$ cat src/rtl/ddr3_burst_arbiter.sv
// rtl/ddr3_burst_arbiter.sv - round-robin burst scheduler between video FIFOs and the DDR3 user port
module ddr3_burst_arbiter #(
    parameter int ADDR_WIDTH     = 10,
    parameter int DATA_WIDTH     = 32,
    parameter int DDR_ADDR_WIDTH = 28,
    parameter int BURST_LEN      = 64,
    parameter int FRAME_WORDS    = 1048576,
    parameter logic [DDR_ADDR_WIDTH-1:0] WR_BASE = '0,
    parameter logic [DDR_ADDR_WIDTH-1:0] RD_BASE = '0
) (
    input  logic                      clk,
    input  logic                      rst_n,
    input  logic                      enable,
    input  logic                      wr_frame_start,
    input  logic                      rd_frame_start,
    input  logic [ADDR_WIDTH:0]       wfifo_level,
    input  logic [DATA_WIDTH-1:0]     wfifo_rd_data,
    output logic                      wfifo_rd_en,
    input  logic [ADDR_WIDTH:0]       rfifo_level,
    output logic                      rfifo_wr_en,
    output logic [DATA_WIDTH-1:0]     rfifo_wr_data,
    output logic                      cmd_valid,
    input  logic                      cmd_ready,
    output logic                      cmd_wr,
    output logic [DDR_ADDR_WIDTH-1:0] cmd_addr,
    output logic [ADDR_WIDTH:0]       cmd_len,
    output logic                      wdata_valid,
    input  logic                      wdata_ready,
    output logic [DATA_WIDTH-1:0]     wdata,
    input  logic                      rdata_valid,
    input  logic [DATA_WIDTH-1:0]     rdata,
    output logic                      busy
);

    localparam int LW = ADDR_WIDTH + 1;
    localparam logic [LW-1:0] BURST_L   = LW'(BURST_LEN);
    localparam logic [LW-1:0] LAST_BEAT = LW'(BURST_LEN - 1);
    localparam logic [LW-1:0] DEPTH     = LW'(2 ** ADDR_WIDTH);
    localparam logic [DDR_ADDR_WIDTH-1:0] BURST_A = DDR_ADDR_WIDTH'(BURST_LEN);
    localparam logic [DDR_ADDR_WIDTH-1:0] FRAME_W = DDR_ADDR_WIDTH'(FRAME_WORDS);

    typedef enum logic [2:0] {IDLE, WR_CMD, WR_DATA, RD_CMD, RD_DATA} state_t;

    state_t                    state, state_n;
    logic [LW-1:0]             beat_cnt, beat_n;
    logic                      last_grant_wr, last_grant_n;
    logic [DDR_ADDR_WIDTH-1:0] wr_off, rd_off;
    logic                      wr_pend, rd_pend;
    logic                      wr_end, rd_end;
    logic                      wr_req, rd_req, pick_wr;
    logic [DDR_ADDR_WIDTH-1:0] wr_sum, rd_sum, wr_next, rd_next;
    logic                      wr_active, rd_active;

    // Free space on the read side; a level above depth would mean a broken FIFO, treat as full.
    assign wr_req  = wfifo_level >= BURST_L;
    assign rd_req  = (rfifo_level <= DEPTH) && ((DEPTH - rfifo_level) >= BURST_L);
    assign pick_wr = (wr_req && rd_req) ? !last_grant_wr : wr_req;

    always_ff @(posedge clk or negedge rst_n) begin
        if (!rst_n) begin
            state         <= IDLE;
            beat_cnt      <= '0;
            last_grant_wr <= 1'b0;
        end else begin
            state         <= state_n;
            beat_cnt      <= beat_n;
            last_grant_wr <= last_grant_n;
        end
    end

    always_comb begin
        state_n      = state;
        beat_n       = beat_cnt;
        last_grant_n = last_grant_wr;
        wr_end       = 1'b0;
        rd_end       = 1'b0;
        case (state)
            IDLE: begin
                if (enable && (wr_req || rd_req)) begin
                    state_n      = pick_wr ? WR_CMD : RD_CMD;
                    last_grant_n = pick_wr;
                end
            end
            WR_CMD: begin
                if (cmd_ready) begin
                    state_n = WR_DATA;
                    beat_n  = '0;
                end
            end
            RD_CMD: begin
                if (cmd_ready) begin
                    state_n = RD_DATA;
                    beat_n  = '0;
                end
            end
            WR_DATA: begin
                if (wdata_ready) begin
                    if (beat_cnt == LAST_BEAT) begin
                        state_n = IDLE;
                        wr_end  = 1'b1;
                    end else begin
                        beat_n = beat_cnt + 1'b1;
                    end
                end
            end
            RD_DATA: begin
                if (rdata_valid) begin
                    if (beat_cnt == LAST_BEAT) begin
                        state_n = IDLE;
                        rd_end  = 1'b1;
                    end else begin
                        beat_n = beat_cnt + 1'b1;
                    end
                end
            end
            default: state_n = IDLE;
        endcase
    end

    assign wr_active = (state == WR_CMD) || (state == WR_DATA);
    assign rd_active = (state == RD_CMD) || (state == RD_DATA);
    assign wr_sum    = wr_off + BURST_A;
    assign rd_sum    = rd_off + BURST_A;
    assign wr_next   = (wr_sum == FRAME_W) ? '0 : wr_sum;
    assign rd_next   = (rd_sum == FRAME_W) ? '0 : rd_sum;

    // A frame restart during a burst is deferred so the burst in flight keeps its address.
    always_ff @(posedge clk or negedge rst_n) begin
        if (!rst_n) begin
            wr_off  <= '0;
            wr_pend <= 1'b0;
        end else if (wr_end) begin
            wr_off  <= (wr_pend || wr_frame_start) ? '0 : wr_next;
            wr_pend <= 1'b0;
        end else if (wr_frame_start) begin
            if (wr_active) begin
                wr_pend <= 1'b1;
            end else begin
                wr_off <= '0;
            end
        end
    end

    always_ff @(posedge clk or negedge rst_n) begin
        if (!rst_n) begin
            rd_off  <= '0;
            rd_pend <= 1'b0;
        end else if (rd_end) begin
            rd_off  <= (rd_pend || rd_frame_start) ? '0 : rd_next;
            rd_pend <= 1'b0;
        end else if (rd_frame_start) begin
            if (rd_active) begin
                rd_pend <= 1'b1;
            end else begin
                rd_off <= '0;
            end
        end
    end

    assign busy          = (state != IDLE);
    assign cmd_valid     = (state == WR_CMD) || (state == RD_CMD);
    assign cmd_wr        = (state == WR_CMD);
    assign cmd_addr      = (state == WR_CMD) ? (WR_BASE + wr_off) :
                           (state == RD_CMD) ? (RD_BASE + rd_off) : '0;
    assign cmd_len       = BURST_L;
    assign wdata_valid   = (state == WR_DATA);
    assign wdata         = (state == WR_DATA) ? wfifo_rd_data : '0;
    assign wfifo_rd_en   = (state == WR_DATA) && wdata_ready;
    assign rfifo_wr_en   = (state == RD_DATA) && rdata_valid;
    assign rfifo_wr_data = (state == RD_DATA) ? rdata : '0;

endmodule

$ cat config.mk
export PLATFORM = sky130hd
export DESIGN_NAME = ddr3_burst_arbiter
export DESIGN_NICKNAME = d
export VERILOG_FILES = /design/src/rtl/ddr3_burst_arbiter.sv
export SDC_FILE = /design/constraint.sdc
export NUM_CORES = 1
export LEC_CHECK = 0
export ABC_AREA = 1
export CAP_MARGIN = 20
export CORE_ASPECT_RATIO = 1.75
export CORE_MARGIN = 2
export CORE_UTILIZATION = 48
export DETAILED_ROUTE_END_ITERATION = 10
export PLACE_DENSITY_LB_ADDON = 0.12
export SLEW_MARGIN = 20
export SYNTH_ARGS = -nofsm -noshare
export SYNTH_HDL_FRONTEND = slang
export SYNTH_SLANG_ARGS = --single-unit
$ cat constraint.sdc
create_clock -name clk -period 3.4 [get_ports clk]
set_input_delay 0.34 -clock clk [delete_from_list [all_inputs] [get_ports clk]]
set_output_delay 0.34 -clock clk [all_outputs]
set_load 0.02 [all_outputs]
## After elaboration in Yosys (flattened, before gate mapping)

Index checks and enable logic that the tools add are counted.

| operators by class | value |
|---|---|
| add/sub/neg operators | 4 |
| $lt $le $gt $ge | 3 |
| equality and inequality tests | 15 |
| mux-type cells | 39 |
| reduce and logical (&&, ||, !) cells | 27 |

Operator list:

| cell | number |
|---|---|
| $mux W28 | 12 |
| $mux W32 | 2 |
| $add A28 B7 Y28 const B | 2 |
| $eq A28 B21 Y1 const B | 2 |
| $mux W11 | 4 |
| $pmux W11 S3 | 1 |
| $ge A11 B7 Y1 const B | 2 |
| $mux W3 | 6 |
| $pmux W3 S5 | 1 |
| $mux W1 | 12 |
| $ne A2 B2 Y1 const B | 6 |
| $add A11 B1 Y11 const B | 1 |
| $eq A11 B6 Y1 const B | 1 |
| $le A11 B11 Y1 const B | 1 |
| $sub A11 B11 Y11 const A | 1 |
| $reduce_and A2 Y1 | 5 |
| $reduce_bool A2 Y1 | 4 |
| $eq A3 B2 Y1 const B | 2 |
| $logic_or A1 B1 Y1 | 6 |
| $reduce_bool A3 Y1 | 2 |
| $logic_and A1 B1 Y1 | 5 |
| $reduce_and A5 Y1 | 1 |
| $ne A2 B1 Y1 const B | 2 |
| $reduce_and A4 Y1 | 1 |
| 6 further kinds | 6 |

| storage, ports and cells | value |
|---|---|
| flip-flop bits (word level) | 73 |
| input port bits | 94 |
| logic and storage cells | 95 |

## Depth between registers and ports, before layout

Gate-level depths: netlist of run 1.

| depth | value |
|---|---|
| depth after elaboration | 8 |
| depth in mapped cells | 14 |
| depth with buffers taken out | 14 |

## Worst setup path after synthesis of run 1

Ideal clock, no wire load.

| timing | value |
|---|---|
| kind | flip-flop to flip-flop |
| start | reg rd_off[6] |
| end | reg rd_off[6] |
| library setup time | 0.116 ns |
| arrival | 1.586 ns |
| required time | 3.284 ns |
| path slack | 1.698 ns |
| stages on the path, launching flop included | 15 |
| path buffers | 0 |
| clock period less this slack | 1.702 ns |
| path through | dfrtp_1 ha_1 nand2_2 nor2_4 nand2_2 nor2_4 nand2_1 nand2_1 nand2_1 nor2_1 nand2_1 nor2_1 nand2_1 nand2_1 nand2_1 |

| between the ends | value |
|---|---|
| cells in the longest elaborated chain, start to end | 5 |

Ends and longest elaborated chain:

| what | line | source |
|---|---|---|
| start, declared | 47 | `logic [DDR_ADDR_WIDTH-1:0] wr_off, rd_off;` |
| start signal, assigned | 149 | `rd_off <= (rd_pend \|\| rd_frame_start) ? '0 : rd_next;` |
| $add A28 B7 Y28 (*) | 123 | `assign rd_sum = rd_off + BURST_A;` |
| $eq A28 B21 Y1 | 125 | `assign rd_next = (rd_sum == FRAME_W) ? '0 : rd_sum;` |
| $mux W28 (*) | 125 |  |
| $mux W28 (*) | 149 |  |
| $mux W28 (*) | 148 | `end else if (rd_end) begin` |

Every way passes the cells marked *; elsewhere a longest branch is shown, timed or not.
A chain may end at the register's enable or synchronous reset.

## Worst setup path in the final report of run 1

| timing | value |
|---|---|
| start | reg state[1] |
| end | out cmd_addr[7] |

| between the ends | value |
|---|---|
| cells in the longest elaborated chain, start to end | 3 |
| elaborated cells on any way between the ends | 4 |

Ends and longest elaborated chain:

| what | line | source |
|---|---|---|
| start, declared | 44 | `state_t state, state_n;` |
| start signal, assigned | 65 | `state <= state_n;` |
| $eq A3 B2 Y1 | 164 | `(state == RD_CMD) ? (RD_BASE + rd_off) : '0;` |
| $mux W28 | 164 |  |
| $mux W28 (*) | 163 | `assign cmd_addr = (state == WR_CMD) ? (WR_BASE + wr_off) :` |
| end, declared | 25 | `output logic [DDR_ADDR_WIDTH-1:0] cmd_addr,` |

Marks and branches as above.

==> results of run 1 <==
[metrics by stage]
stage,hold slack (ns),total power [mW]
after global routing,0.262,3.47
after CTS,0.207,3.32
after global placement,0.472,2.28
final,0.160,3.31
after floorplan,0.0444,1.74
after detailed placement,0.484,2.29
[report_power, final]
group / switching [mW] / internal, mW
sequential: 0.0408 / 0.765
clock: 0.342 / 0.679
combinational: 0.937 / 0.548
total: 1.32 / 1.99
[cell families after synthesis]
group,share of synthesized area
flops,0.303
simple gates,0.411
buf+inv,0.161
fa+ha+maj,0.00993
compound gates,0.108
other cells,0.00149
xor+xnor,0.00521
[cell usage after synthesis, types with 4 or more instances]
cell	number
o21ai_0	27
inv_1	143
nor3_1	5
dfrtp_1	61
nand3_1	43
nand2_1	235
nor2_1	138
o22ai_1	26
nor2_4	8
nor2_2	9
a21oi_1	8
inv_2	10
nand4_1	19
nand2_2	10
clkbuf_1	8
nand3_2	5
o21ai_1	20
buf_4	19
ha_1	4
[registers in the layout, summed over array words and instances, names as in the netlist]
name / cells
rd_off: 22
rd_pend: 1
last_grant_wr: 1
wr_off: 22
beat_cnt: 11
state: 3
wr_pend: 1
[worst max-delay path, stage by stage (launching register included)]
cell	delay, ns
dfrtp_1	0.46
inv_2	0.11
nand3_2	0.42
inv_1	0.30
a22o_1	0.16
clkdlybuf4s50_1	0.62
[worst paths after layout]
| kind | slack [ns] | endpoint | cells past startpoint | from |
|---|---|---|---|---|
| setup / recovery | 0.64 | cmd_addr[7] | 5 | state[1]$_DFFE_PN0P_ |
| min in group clk | 0.50 | rd_pend$_DFFE_PN0P_ | 2 | rd_pend$_DFFE_PN0P_ |
| setup reg to reg | 1.11 | rd_off[13]$_DFFE_PN0P_ | 11 | beat_cnt[0]$_DFFE_PN0P_ |
| hold / removal | 0.16 | rd_off[21]$_DFFE_PN0P_ | 2 | rst_n |
| hold reg to reg | 0.50 | rd_pend$_DFFE_PN0P_ | 2 | rd_pend$_DFFE_PN0P_ |
| max in group asynchronous | 2.70 | wr_off[6]$_DFFE_PN0P_ | 2 | rst_n |
[layout make-up]
class,count,share of cell area
Sequential cell,61,0.213
Inverter,156,0.0825
Antenna cell,1,0.000350
Multi-Input combinational cell,591,0.385
Clock buffer,12,0.0358
Tap cell,127,0.0222
Timing Repair Buffer,180,0.251
Clock inverter,4,0.00979
[layer usage]
| layer | up-vias | track usage | routed length (µm) |
|---|---|---|---|
| met1 | 2541 | 0.316 | 5880 |
| met2 | 263 | 0.531 | 8460 |
| li1 | 2873 | - | - |
| met3 | 44 | 0.0785 | 1200 |
| met4 | 0 | 0.147 | 753 |
| met5 | - | 0 | 0 |
==> reports/qor.csv, run 1 <==
metric;value;unit
status;complete, no violations;
fin_crit;2.76;ns
dieArea;0.0114;mm²
cts_buffer_depth;2;
ir_drop;419;µV
pin_count;203;
grt_pass1_vias;5509;
gp_congestion;0.911;
grt.total_usage;0.300;
async_flop_share;1.00;
cts_resized;0;
synth_cells;828;
area_growth;42.0;%
finalMaxSlewViolations;0;
synth_area_leaders;dfrtp_1 30%, nand2_1 18%, inv_1 11%;
layout-drive-gt1-share;0.0707;
synthFlopType;dfrtp_1;
tns;0;ns
fillCellCount;885;
fin_util;0.699;
hold_viol_final;0;
cp-end-kind;output port;
worst_slew_pin_slew;0.812;ns
maxCapViolCount;0;
start_kind;flop;
powerDensity;463;mW/mm²
synth.largest_area_cell;dfrtp_1;
min_period_over_period;0.812;
row_count;49;
dp.cells;1115;
fin_ws;0.641;ns
ys_seq_elements;61;
hp-class;in -> async;
layout.nets;1097;
netlist_area;0.00504;mm²
remaining_drc_errors;0;
cts_made_buffers;9;
dp_hpwl;12500;µm
cts_tree;built;
ctsHoldBuffers;0;
clock_latency;0.35;ns
multiInputGateArea;0.00276;mm²
routedWlPerCell;14.4;µm
synth_top_area_frac;0.303;
grt_max_degree;62;
wirelength;16300;µm
regArea;0.00153;mm²
via_per_inst;5.05;
antenna_left;0;
num_vias;5721;
antenna_found_initial;1;
skew;0.00793;ns
yosysUniqueCellTypes;37;
portBuffers;179;
root_buffer;clkbuf_16;
leakagePower;3.33;nW
yosys_warnings;0;
slew_headroom;0.459;
setup_viol;0;
syn_avg_cell_area;6.09;µm²
layoutNonFillerInstCount;1132;
core;0.0102;mm²
postCtsSetupBuffers;0;
fp.dieH;140;µm
crit_fanout;24;
htreeDepth;3;
most-common-layout-cells;235 x nand2_1, 178 x clkdlybuf4s50_1, 143 x inv_1;
die_w;81.5;µm
drt_iter0_drc;391;
dr.pass1.iters;5;
rsz0062_at_grt;no;
grt_first_pass_wirelength;26400;µm
clkSlewWorstSetupHoldPaths;0.05;ns
cts_num_sinks;61;
dpl_cell_area;0.00683;mm²
setup.worst_path.class;reg -> out;
worst-endpoint-required;3.06;ns
synth_edf_count;0;
grt_overflow;0;
place_ws;1.04;ns
crit_arrival;2.42;ns
fmaxAchievable;362;MHz
start_util;0.492;
design_area;0.00716;mm²
ys_seq_area_frac;0.303;
final_common_cell;nand2_1;
(Power assumes the default switching activity.)
==> inputs of run 2 (changes only) <==
Settings changed: CORE_UTILIZATION 48 to 45.
Clock period 3.4 ns to 2.73 ns, I/O delays scaled along.
==> reports/qor.csv, run 2 (synthesis gave the netlist of run 1 again) <==
metric;value;unit
row_count;51;
cts_tree;built;
remaining_drc_errors;0;
cp_slowest_stage_delay;0.56;ns
grt_first_pass_wirelength;26900;µm
gp_congestion;0.966;
use_met1;0.286;
fillCellCount;1051;
clkSlewWorstSetupHoldPaths;0.06;ns
area_growth;41.8;%
wirelength;16400;µm
leakagePower;3.32;nW
crit_fanout;24;
ctsHoldBuffers;0;
via_per_inst;5.07;
hp-class;in -> async;
dpl_cell_area;0.00685;mm²
setup.worst_path.class;reg -> out;
layout-drive-gt1-share;0.0687;
final_common_cell;nand2_1;
design_area;0.00715;mm²
min_period_over_period;0.894;
portBuffers;179;
setup_viol;0;
core;0.0110;mm²
postCtsSetupBuffers;0;
cp_slowest_cell;clkdlybuf4s50_1;
pin_count;203;
fin_util;0.648;
hold_viol_final;0;
dieArea;0.0121;mm²
layout.nets;1098;
crit_chain;inv_2, nand3_2, buf_4, inv_1, a22o_1, clkdlybuf4s50_1;
cts_num_sinks;61;
grt_util_met3;0.0713;
finalMaxSlewViolations;0;
cts_resized;0;
fmaxAchievable;410;MHz
power.total;4.01;mW
root_buffer;clkbuf_16;
clock_latency;0.33;ns
htreeDepth;3;
powerDensity;561;mW/mm²
start_kind;flop;
ir_drop;332;µV
worst-endpoint-required;2.46;ns
insertedDiodeCount;0;
cts_made_buffers;9;
grt.busiest_layer;met2;
grt_max_degree;38;
num_vias;5759;
fin_crit;2.44;ns
routedWlPerCell;14.4;µm
crit_arrival;2.17;ns
rsz0062_at_grt;no;
grt.total_usage;0.279;
skew;0.0120;ns
status;complete, no violations;
reg.largest.list;rd_off: 22 flops, wr_off: 22 flops, beat_cnt: 11 flops;
grt_pass1_vias;5646;
fp.dieH;144;µm
drt_iter0_drc;335;
met2_usage;0.520;
dp_hpwl;13200;µm
antenna_left;0;
slew_headroom;0.488;
die_w;84;µm
cts_buffer_depth;2;
dr.pass1.iters;5;
most-common-layout-cells;235 x nand2_1, 178 x clkdlybuf4s50_1, 143 x inv_1;
tns;0;ns
maxCapViolCount;0;
cp-end-kind;output port;
whs;0.0150;ns
worst_slew_pin_slew;0.767;ns
antenna_found_initial;0;
start_util;0.457;
grt_overflow;0;
-- run 2: where the power goes --
part / switching (mW) / internal, mW
registers: 0.0490 / 0.953
logic: 1.15 / 0.693
clock network: 0.406 / 0.752
-- run 2: layout make-up --
type	instances	area, µm²	area share
multi-input combinational	591	2760	0.386
timing repair buffer	181	1810	0.254
sequential	61	1530	0.214
inverter	156	591	0.0826
clock buffer	14	264	0.0369
tap	132	165	0.0231
clock inverter	1	30.0	0.00420
-- run 2: path summary, 6_finish.rpt --
path | start | endpoint | slack [ns] | cells after the start
worst min-delay path | rst_n | rd_off[18]$_DFFE_PN0P_ | 0.02 | 1
worst max register to register | beat_cnt[0]$_DFFE_PN0P_ | rd_off[11]$_DFFE_PN0P_ | 0.56 | 11
max in group asynchronous | rst_n | wr_off[18]$_DFFE_PN0P_ | 2.08 | 2
worst min register to register | wr_pend$_DFFE_PN0P_ | wr_pend$_DFFE_PN0P_ | 0.50 | 2
min in group clk | wr_pend$_DFFE_PN0P_ | wr_pend$_DFFE_PN0P_ | 0.50 | 2
worst max-delay path | state[1]$_DFFE_PN0P_ | cmd_addr[7] | 0.29 | 6
-- run 2: worst max-delay path: cells and delay by family, from the launching register on --
family	cells	cell delay (ns)
AO/OA/AOI/OAI	1	0.22
buffers and inverters	4	1.05
flip-flops	1	0.49
AND/OR/NAND/NOR	1	0.07
-- run 2: metrics by stage --
step	setup slack, ns	instances
after detailed placement	0.576	1121
after global placement	0.604	1121
after floorplan	1.03	843
after CTS	0.283	1136
after global routing	0.152	1136
final	0.289	1136
-- run 2: layer usage --
metal | vias up | routed length (µm)
li1 | 2868 | -
met1 | 2598 | 5860
met2 | 247 | 8660
met3 | 46 | 1190
met4 | 0 | 690
met5 | - | 0
